$ cat src/rtl/id_ex_stage_pkg.sv
// Shared types for the decode/execute boundary: result-source encodings,
// ALU op codes and the packed control bundle carried from D into E.
package id_ex_stage_pkg;

  typedef enum logic [1:0] {
    RES_ALU = 2'b00,
    RES_MEM = 2'b01,
    RES_PC4 = 2'b10,
    RES_IMM = 2'b11
  } result_src_e;

  localparam logic [3:0] ALU_ADD  = 4'd0;
  localparam logic [3:0] ALU_SUB  = 4'd1;
  localparam logic [3:0] ALU_AND  = 4'd2;
  localparam logic [3:0] ALU_OR   = 4'd3;
  localparam logic [3:0] ALU_XOR  = 4'd4;
  localparam logic [3:0] ALU_SLT  = 4'd5;
  localparam logic [3:0] ALU_SLTU = 4'd6;
  localparam logic [3:0] ALU_SLL  = 4'd7;
  localparam logic [3:0] ALU_SRL  = 4'd8;
  localparam logic [3:0] ALU_SRA  = 4'd9;

  typedef struct packed {
    logic        reg_write;
    logic        mem_write;
    logic        alu_src;
    result_src_e result_src;
    logic        branch;
    logic        jump;
    logic [3:0]  alu_control;
    logic        addr_mode;
    logic [2:0]  funct3;
  } ctrl_t;

  localparam ctrl_t CTRL_NOP = '0;

endpackage

$ cat src/rtl/id_ex_stage_hazard_unit.sv
// Combinational load-use detector for the D/E boundary. A hold from later
// stages or a flush from E overrides the load-use bubble.
module hazard_unit
  import id_ex_stage_pkg::*;
#(
  parameter int unsigned REG_ADDR_W = 5
) (
  input  logic                  rst,
  input  logic                  d_valid,
  input  logic [REG_ADDR_W-1:0] d_rs1,
  input  logic [REG_ADDR_W-1:0] d_rs2,
  input  logic                  e_valid,
  input  logic                  e_reg_write,
  input  logic [1:0]            e_result_src,
  input  logic [REG_ADDR_W-1:0] e_rd,
  input  logic                  flush_in,
  input  logic                  stall_in,
  output logic                  hazard,
  output logic                  stall_f,
  output logic                  stall_d
);

  logic load_use;

  always_comb begin
    load_use = d_valid && e_valid && e_reg_write &&
               (e_result_src == RES_MEM) && (e_rd != '0) &&
               ((e_rd == d_rs1) || (e_rd == d_rs2));
    hazard   = load_use && !flush_in && !stall_in && !rst;
    stall_f  = !rst && (stall_in || hazard);
    stall_d  = stall_f;
  end

endmodule

$ cat src/rtl/id_ex_stage.sv
// ID/EX pipeline register with load-use bubble insertion, flush and hold.
// Optional performance counters enabled by defining ID_EX_PERF_CNT_EN.
module id_ex_stage
  import id_ex_stage_pkg::*;
#(
  parameter int unsigned DATA_WIDTH = 32,
  parameter int unsigned REG_ADDR_W = 5,
  parameter int unsigned CNT_W      = 16
) (
  input  logic                  clk,
  input  logic                  rst,
  input  logic                  d_valid,
  input  logic                  d_reg_write,
  input  logic                  d_mem_write,
  input  logic                  d_alu_src,
  input  logic                  d_branch,
  input  logic                  d_jump,
  input  logic                  d_addr_mode,
  input  logic [1:0]            d_result_src,
  input  logic [3:0]            d_alu_control,
  input  logic [2:0]            d_funct3,
  input  logic [DATA_WIDTH-1:0] d_rd1,
  input  logic [DATA_WIDTH-1:0] d_rd2,
  input  logic [DATA_WIDTH-1:0] d_imm,
  input  logic [DATA_WIDTH-1:0] d_pc,
  input  logic [DATA_WIDTH-1:0] d_pc_plus4,
  input  logic [REG_ADDR_W-1:0] d_rs1,
  input  logic [REG_ADDR_W-1:0] d_rs2,
  input  logic [REG_ADDR_W-1:0] d_rd,
  input  logic                  flush_in,
  input  logic                  stall_in,
  output logic                  e_valid,
  output logic                  e_reg_write,
  output logic                  e_mem_write,
  output logic                  e_alu_src,
  output logic                  e_branch,
  output logic                  e_jump,
  output logic                  e_addr_mode,
  output logic [1:0]            e_result_src,
  output logic [3:0]            e_alu_control,
  output logic [2:0]            e_funct3,
  output logic [DATA_WIDTH-1:0] e_rd1,
  output logic [DATA_WIDTH-1:0] e_rd2,
  output logic [DATA_WIDTH-1:0] e_imm,
  output logic [DATA_WIDTH-1:0] e_pc,
  output logic [DATA_WIDTH-1:0] e_pc_plus4,
  output logic [REG_ADDR_W-1:0] e_rs1,
  output logic [REG_ADDR_W-1:0] e_rs2,
  output logic [REG_ADDR_W-1:0] e_rd,
  output logic                  stall_f,
  output logic                  stall_d
`ifdef ID_EX_PERF_CNT_EN
  ,
  output logic [CNT_W-1:0]      bubble_cnt,
  output logic [CNT_W-1:0]      flush_cnt
`endif
);

  ctrl_t d_ctrl;
  ctrl_t e_ctrl;
  logic  hazard;

  assign d_ctrl = '{
    reg_write:   d_reg_write,
    mem_write:   d_mem_write,
    alu_src:     d_alu_src,
    result_src:  result_src_e'(d_result_src),
    branch:      d_branch,
    jump:        d_jump,
    alu_control: d_alu_control,
    addr_mode:   d_addr_mode,
    funct3:      d_funct3
  };

  assign e_reg_write   = e_ctrl.reg_write;
  assign e_mem_write   = e_ctrl.mem_write;
  assign e_alu_src     = e_ctrl.alu_src;
  assign e_result_src  = e_ctrl.result_src;
  assign e_branch      = e_ctrl.branch;
  assign e_jump        = e_ctrl.jump;
  assign e_alu_control = e_ctrl.alu_control;
  assign e_addr_mode   = e_ctrl.addr_mode;
  assign e_funct3      = e_ctrl.funct3;

  hazard_unit #(
    .REG_ADDR_W (REG_ADDR_W)
  ) u_hazard (
    .rst          (rst),
    .d_valid      (d_valid),
    .d_rs1        (d_rs1),
    .d_rs2        (d_rs2),
    .e_valid      (e_valid),
    .e_reg_write  (e_reg_write),
    .e_result_src (e_result_src),
    .e_rd         (e_rd),
    .flush_in     (flush_in),
    .stall_in     (stall_in),
    .hazard       (hazard),
    .stall_f      (stall_f),
    .stall_d      (stall_d)
  );

  // hazard already excludes flush and hold, so a bubble is flush_in || hazard
  always_ff @(posedge clk or posedge rst) begin
    if (rst) begin
      e_valid    <= 1'b0;
      e_ctrl     <= CTRL_NOP;
      e_rd1      <= '0;
      e_rd2      <= '0;
      e_imm      <= '0;
      e_pc       <= '0;
      e_pc_plus4 <= '0;
      e_rs1      <= '0;
      e_rs2      <= '0;
      e_rd       <= '0;
    end else if (!stall_in) begin
      if (flush_in || hazard) begin
        e_valid    <= 1'b0;
        e_ctrl     <= CTRL_NOP;
        e_rd1      <= '0;
        e_rd2      <= '0;
        e_imm      <= '0;
        e_pc       <= '0;
        e_pc_plus4 <= '0;
        e_rs1      <= '0;
        e_rs2      <= '0;
        e_rd       <= '0;
      end else begin
        e_valid    <= d_valid;
        e_ctrl     <= d_valid ? d_ctrl : CTRL_NOP;
        e_rd1      <= d_rd1;
        e_rd2      <= d_rd2;
        e_imm      <= d_imm;
        e_pc       <= d_pc;
        e_pc_plus4 <= d_pc_plus4;
        e_rs1      <= d_rs1;
        e_rs2      <= d_rs2;
        e_rd       <= d_rd;
      end
    end
  end

`ifdef ID_EX_PERF_CNT_EN
  always_ff @(posedge clk or posedge rst) begin
    if (rst) begin
      bubble_cnt <= '0;
      flush_cnt  <= '0;
    end else if (!stall_in) begin
      if (flush_in && (flush_cnt != '1))
        flush_cnt <= flush_cnt + CNT_W'(1);
      if (hazard && (bubble_cnt != '1))
        bubble_cnt <= bubble_cnt + CNT_W'(1);
    end
  end
`endif

endmodule

$ cat config.mk
export PLATFORM = sky130hd
export DESIGN_NAME = id_ex_stage
export DESIGN_NICKNAME = d
export VERILOG_FILES = /design/src/rtl/id_ex_stage_pkg.sv /design/src/rtl/id_ex_stage_hazard_unit.sv /design/src/rtl/id_ex_stage.sv
export SDC_FILE = /design/constraint.sdc
export NUM_CORES = 1
export LEC_CHECK = 0
export ABC_CLOCK_PERIOD_IN_PS = 9800
export CORE_AREA = 2 2 150 152
export CTS_CLUSTER_DIAMETER = 100
export DETAILED_ROUTE_END_ITERATION = 12
export DIE_AREA = 0 0 152 154
export DONT_BUFFER_PORTS = 1
export PLACE_DENSITY = 0.55
export SETUP_SLACK_MARGIN = 0.3
export SLEW_MARGIN = 15
export SYNTH_ARGS = -nofsm -noshare
export SYNTH_HDL_FRONTEND = slang
export SYNTH_SLANG_ARGS = --single-unit
export TNS_END_PERCENT = 100
$ cat constraint.sdc
create_clock -name clk -period 9.8 [get_ports clk]
set_clock_uncertainty 0.15 [all_clocks]
set_input_delay 0.98 -clock clk [delete_from_list [all_inputs] [get_ports clk]]
set_output_delay 0.98 -clock clk [all_outputs]
set_load 0.01 [all_outputs]
==> results.sh <==
export IMPL_status="finished clean"
export IMPL_cts_tree="yes"
export IMPL_power_density_nw_per_um2=217.2
export IMPL_rsz0062_at_grt="no"
export IMPL_gr_total_overflow=0
export IMPL_place_gp_congestion=0.7969
export IMPL_worstRegToRegCells=6
export IMPL_postSynthAreaPerCell_um2=15.12
export IMPL_drt_pass1_iterations=6
export IMPL_crit_arrival_ns=2.08
export IMPL_max_stage_delay_ns=0.34
export IMPL_p_leak_nw=3.351
export IMPL_track_usage_pct=16.14
export IMPL_synth_top_cell_area_share_pct=65.60
export IMPL_end_kind="output pin"
export IMPL_crit_chain="nor2_4 -> nand4_1 -> a21oi_2 -> a21oi_1 -> nor2_1"
export IMPL_synthTopCellsByCount="dfrtp_1 (191), a32o_1 (165), clkbuf_1 (43)"
export IMPL_r2r_end="e_pc_plus4[14]"
export IMPL_start_kind="input port"
export IMPL_dp_hpwl_um=13090
export IMPL_vias_per_cell=6.194
export IMPL_p_comb_share_pct=5.6
export IMPL_synth_edf_count=0
export IMPL_antenna_found_initial=1
export IMPL_setup_tns_ns=0
export IMPL_syn_nets=677
export IMPL_final_max_slew_viol_count=0
export IMPL_core_area_um2=21690
export IMPL_ctsHtreeMaxLevel=4
export IMPL_fmax_mhz=311.7
export IMPL_critPathSlowestCell="nor2_1"
export IMPL_reg2reg_slack_ns=6.73
export IMPL_hold_class="input port to async pin"
export IMPL_clkPwrFrac_pct=40.5
export IMPL_p_int_mw=1.265
export IMPL_synth_cell_type_count=21
export IMPL_period_share_pct=32.73
export IMPL_synth_ff_type="dfrtp_1"
export IMPL_clk_path_buf_depth=2
export IMPL_post_drt_wl_per_cell_um=26.47
export IMPL_async_reset_ff_share_pct=100.0
export IMPL_numClockSinks=191
export IMPL_crit_type="input port to output pin"
export IMPL_holdWs_ns=0.3838
export IMPL_r2r_start="e_rd[4]"
export IMPL_tightest_slew_ns=0.9726
export IMPL_switching_share_pct=26.55
export IMPL_maxSlewHeadroom_pct=35.16
export IMPL_drt_initial_drc_count=386
export IMPL_cts_setup_buffers=0
export IMPL_max_cap_violations=0
export IMPL_irDropWorstVdd_mv=0.09366
export IMPL_vias=4559
export IMPL_worst_path_max_fanout=203
export IMPL_finalWirelength_um=19480
export IMPL_synth_most_common_cell="dfrtp_1"
export IMPL_switchingPower_mw=0.4572
export IMPL_die_area_um2=23410
export IMPL_syn_instance_count=482
export IMPL_clkLatencyLatePin_ns=0.42
export IMPL_io_buffers=0
export IMPL_drive_gt1_share_pct=9.011
export IMPL_synth_largest_area_cell="dfrtp_1"
export IMPL_die_w_um=152
export IMPL_nets=637
export IMPL_dieHeight_um=154
export IMPL_cts_root_buf="clkbuf_16"
export IMPL_setup_violations=0
export IMPL_drc=0
export IMPL_grt_pass1_vias=4791
export IMPL_cts_made_buffers=17
export IMPL_required_ns=8.67
export IMPL_grt_max_degree=204
export IMPL_seq_power_share_pct=53.9
export IMPL_netlist_area_um2=7286
export IMPL_start_util_pct=33.59
export IMPL_synth_seq_area_share_pct=65.60
export IMPL_synth_area_leaders="dfrtp_1 (66%), a32o_1 (23%), a22o_1 (3.0%)"
export IMPL_antenna_left=0
export IMPL_cts_hold_buf=0
export IMPL_io_pins=388
export IMPL_synth_warning_count=0
export IMPL_finalHoldViolations=0
export IMPL_min_period_ns=3.208
export IMPL_synthToLayoutAreaGrowth_pct=8.827
export IMPL_ys_ff_latch=191
export IMPL_clkTransAtPathRegs_ns=0.07
export IMPL_grt_pass1_wl_um=29530
export IMPL_num_rows=54
export IMPL_cts_resized=0
## sequential cells by signal (all words and copies together) (netlist names)
signal and cells:
e_addr_mode 1, e_alu_control 4, e_alu_src 1, e_branch 1, e_funct3 3, e_imm 32, e_jump 1, e_mem_write 1
e_pc 32, e_pc_plus4 32, e_rd 5, e_rd1 32, e_rd2 32, e_reg_write 1, e_result_src 2, e_rs1 5
e_rs2 5, e_valid 1
## power groups by stage
stage          registers (mW)  logic [mW]  clock network, mW
2_1_floorplan           0.923      0.0945                  0
3_3_place_gp            0.944      0.0926                  0
3_5_place_dp            0.944      0.0995                  0
4_1_cts                 0.929      0.0990              0.724
5_1_grt                 0.935       0.109              0.756
6_report                0.928      0.0965              0.698
## cell usage in the layout (no fill, tap or decap)
cell type / Yosys / routed
nor3b_1: 10 / 10
nor2_4: 1 / 1
nand2_4: 0 / 1
o22ai_2: 1 / 1
clkinv_4: 0 / 2
clkinv_8: 0 / 4
a21oi_1: 2 / 1
diode_2: 0 / 1
clkbuf_1: 43 / 1
a32o_1: 165 / 165
xnor2_1: 10 / 10
and4bb_1: 1 / 1
dfrtp_1: 191 / 191
nand2_1: 4 / 3
clkinv_2: 0 / 1
a22o_1: 25 / 25
inv_6: 0 / 4
inv_8: 0 / 3
nor3_1: 1 / 1
a21o_1: 1 / 1
nand3_1: 2 / 2
clkbuf_16: 0 / 17
nor2_1: 2 / 2
a21oi_2: 1 / 2
buf_4: 3 / 4
nand4_1: 1 / 1
bufinv_16: 0 / 1
## cell families after synthesis
kind of cell	Yosys count	synth area share (%)
flops	191	65.60
xor+xnor	10	1.202
simple gates	22	1.958
compound gates	195	26.21
buf+inv	64	5.032
## worst max-delay path, delay by kind of cell
kind | cells | cell delay (ns)
simple gates | 3 | 0.63
compound gates | 2 | 0.35
## worst max-delay path by stage
stage | startpoint | to | cells after the start
final | stall_in | stall_d | 5
after CTS | rst | stall_d | 5
after floorplan | rst | e_addr_mode | 1
after global routing | e_rd[4] | stall_d | 5
after global placement | rst | e_rd2[1] | 6
after detailed placement | rst | e_rd1[16] | 6
## through the flow
stage	instance area [um^2]	total power [mW]	util, %	std cells	setup WS [ns]
6_report	7929	1.722	36.56	736	6.592
3_5_place_dp	7318	1.043	33.74	703	6.355
5_1_grt	7929	1.800	36.56	736	6.519
4_1_cts	7923	1.752	36.53	735	6.618
2_1_floorplan	7286	1.018	-	482	3.471
3_3_place_gp	7318	1.037	33.74	703	6.486
## layout make-up
| type | count | area, um^2 |
|---|---|---|
| clock buffers | 18 | 429.2 |
| diodes | 1 | 2.502 |
| inverters | 1 | 11.26 |
| well taps | 280 | 350.3 |
| multi-input cells | 227 | 2151 |
| repair buffers | 4 | 30.03 |
| flip-flops and latches | 191 | 4780 |
| fillers | 2029 | 13760 |
| clock inverters | 14 | 175.2 |
## routing by layer
| layer | up-vias | part of all wire [%] | global-route usage [%] |
|---|---|---|---|
| met5 | - | 0 | 0 |
| met4 | 0 | 1.4 | 5.340 |
| met3 | 19 | 11 | 6.511 |
| met2 | 311 | 52 | 27.69 |
| met1 | 2322 | 36 | 18.39 |
| li1 | 1907 | - | - |
Power figures use the tool's default switching activity.
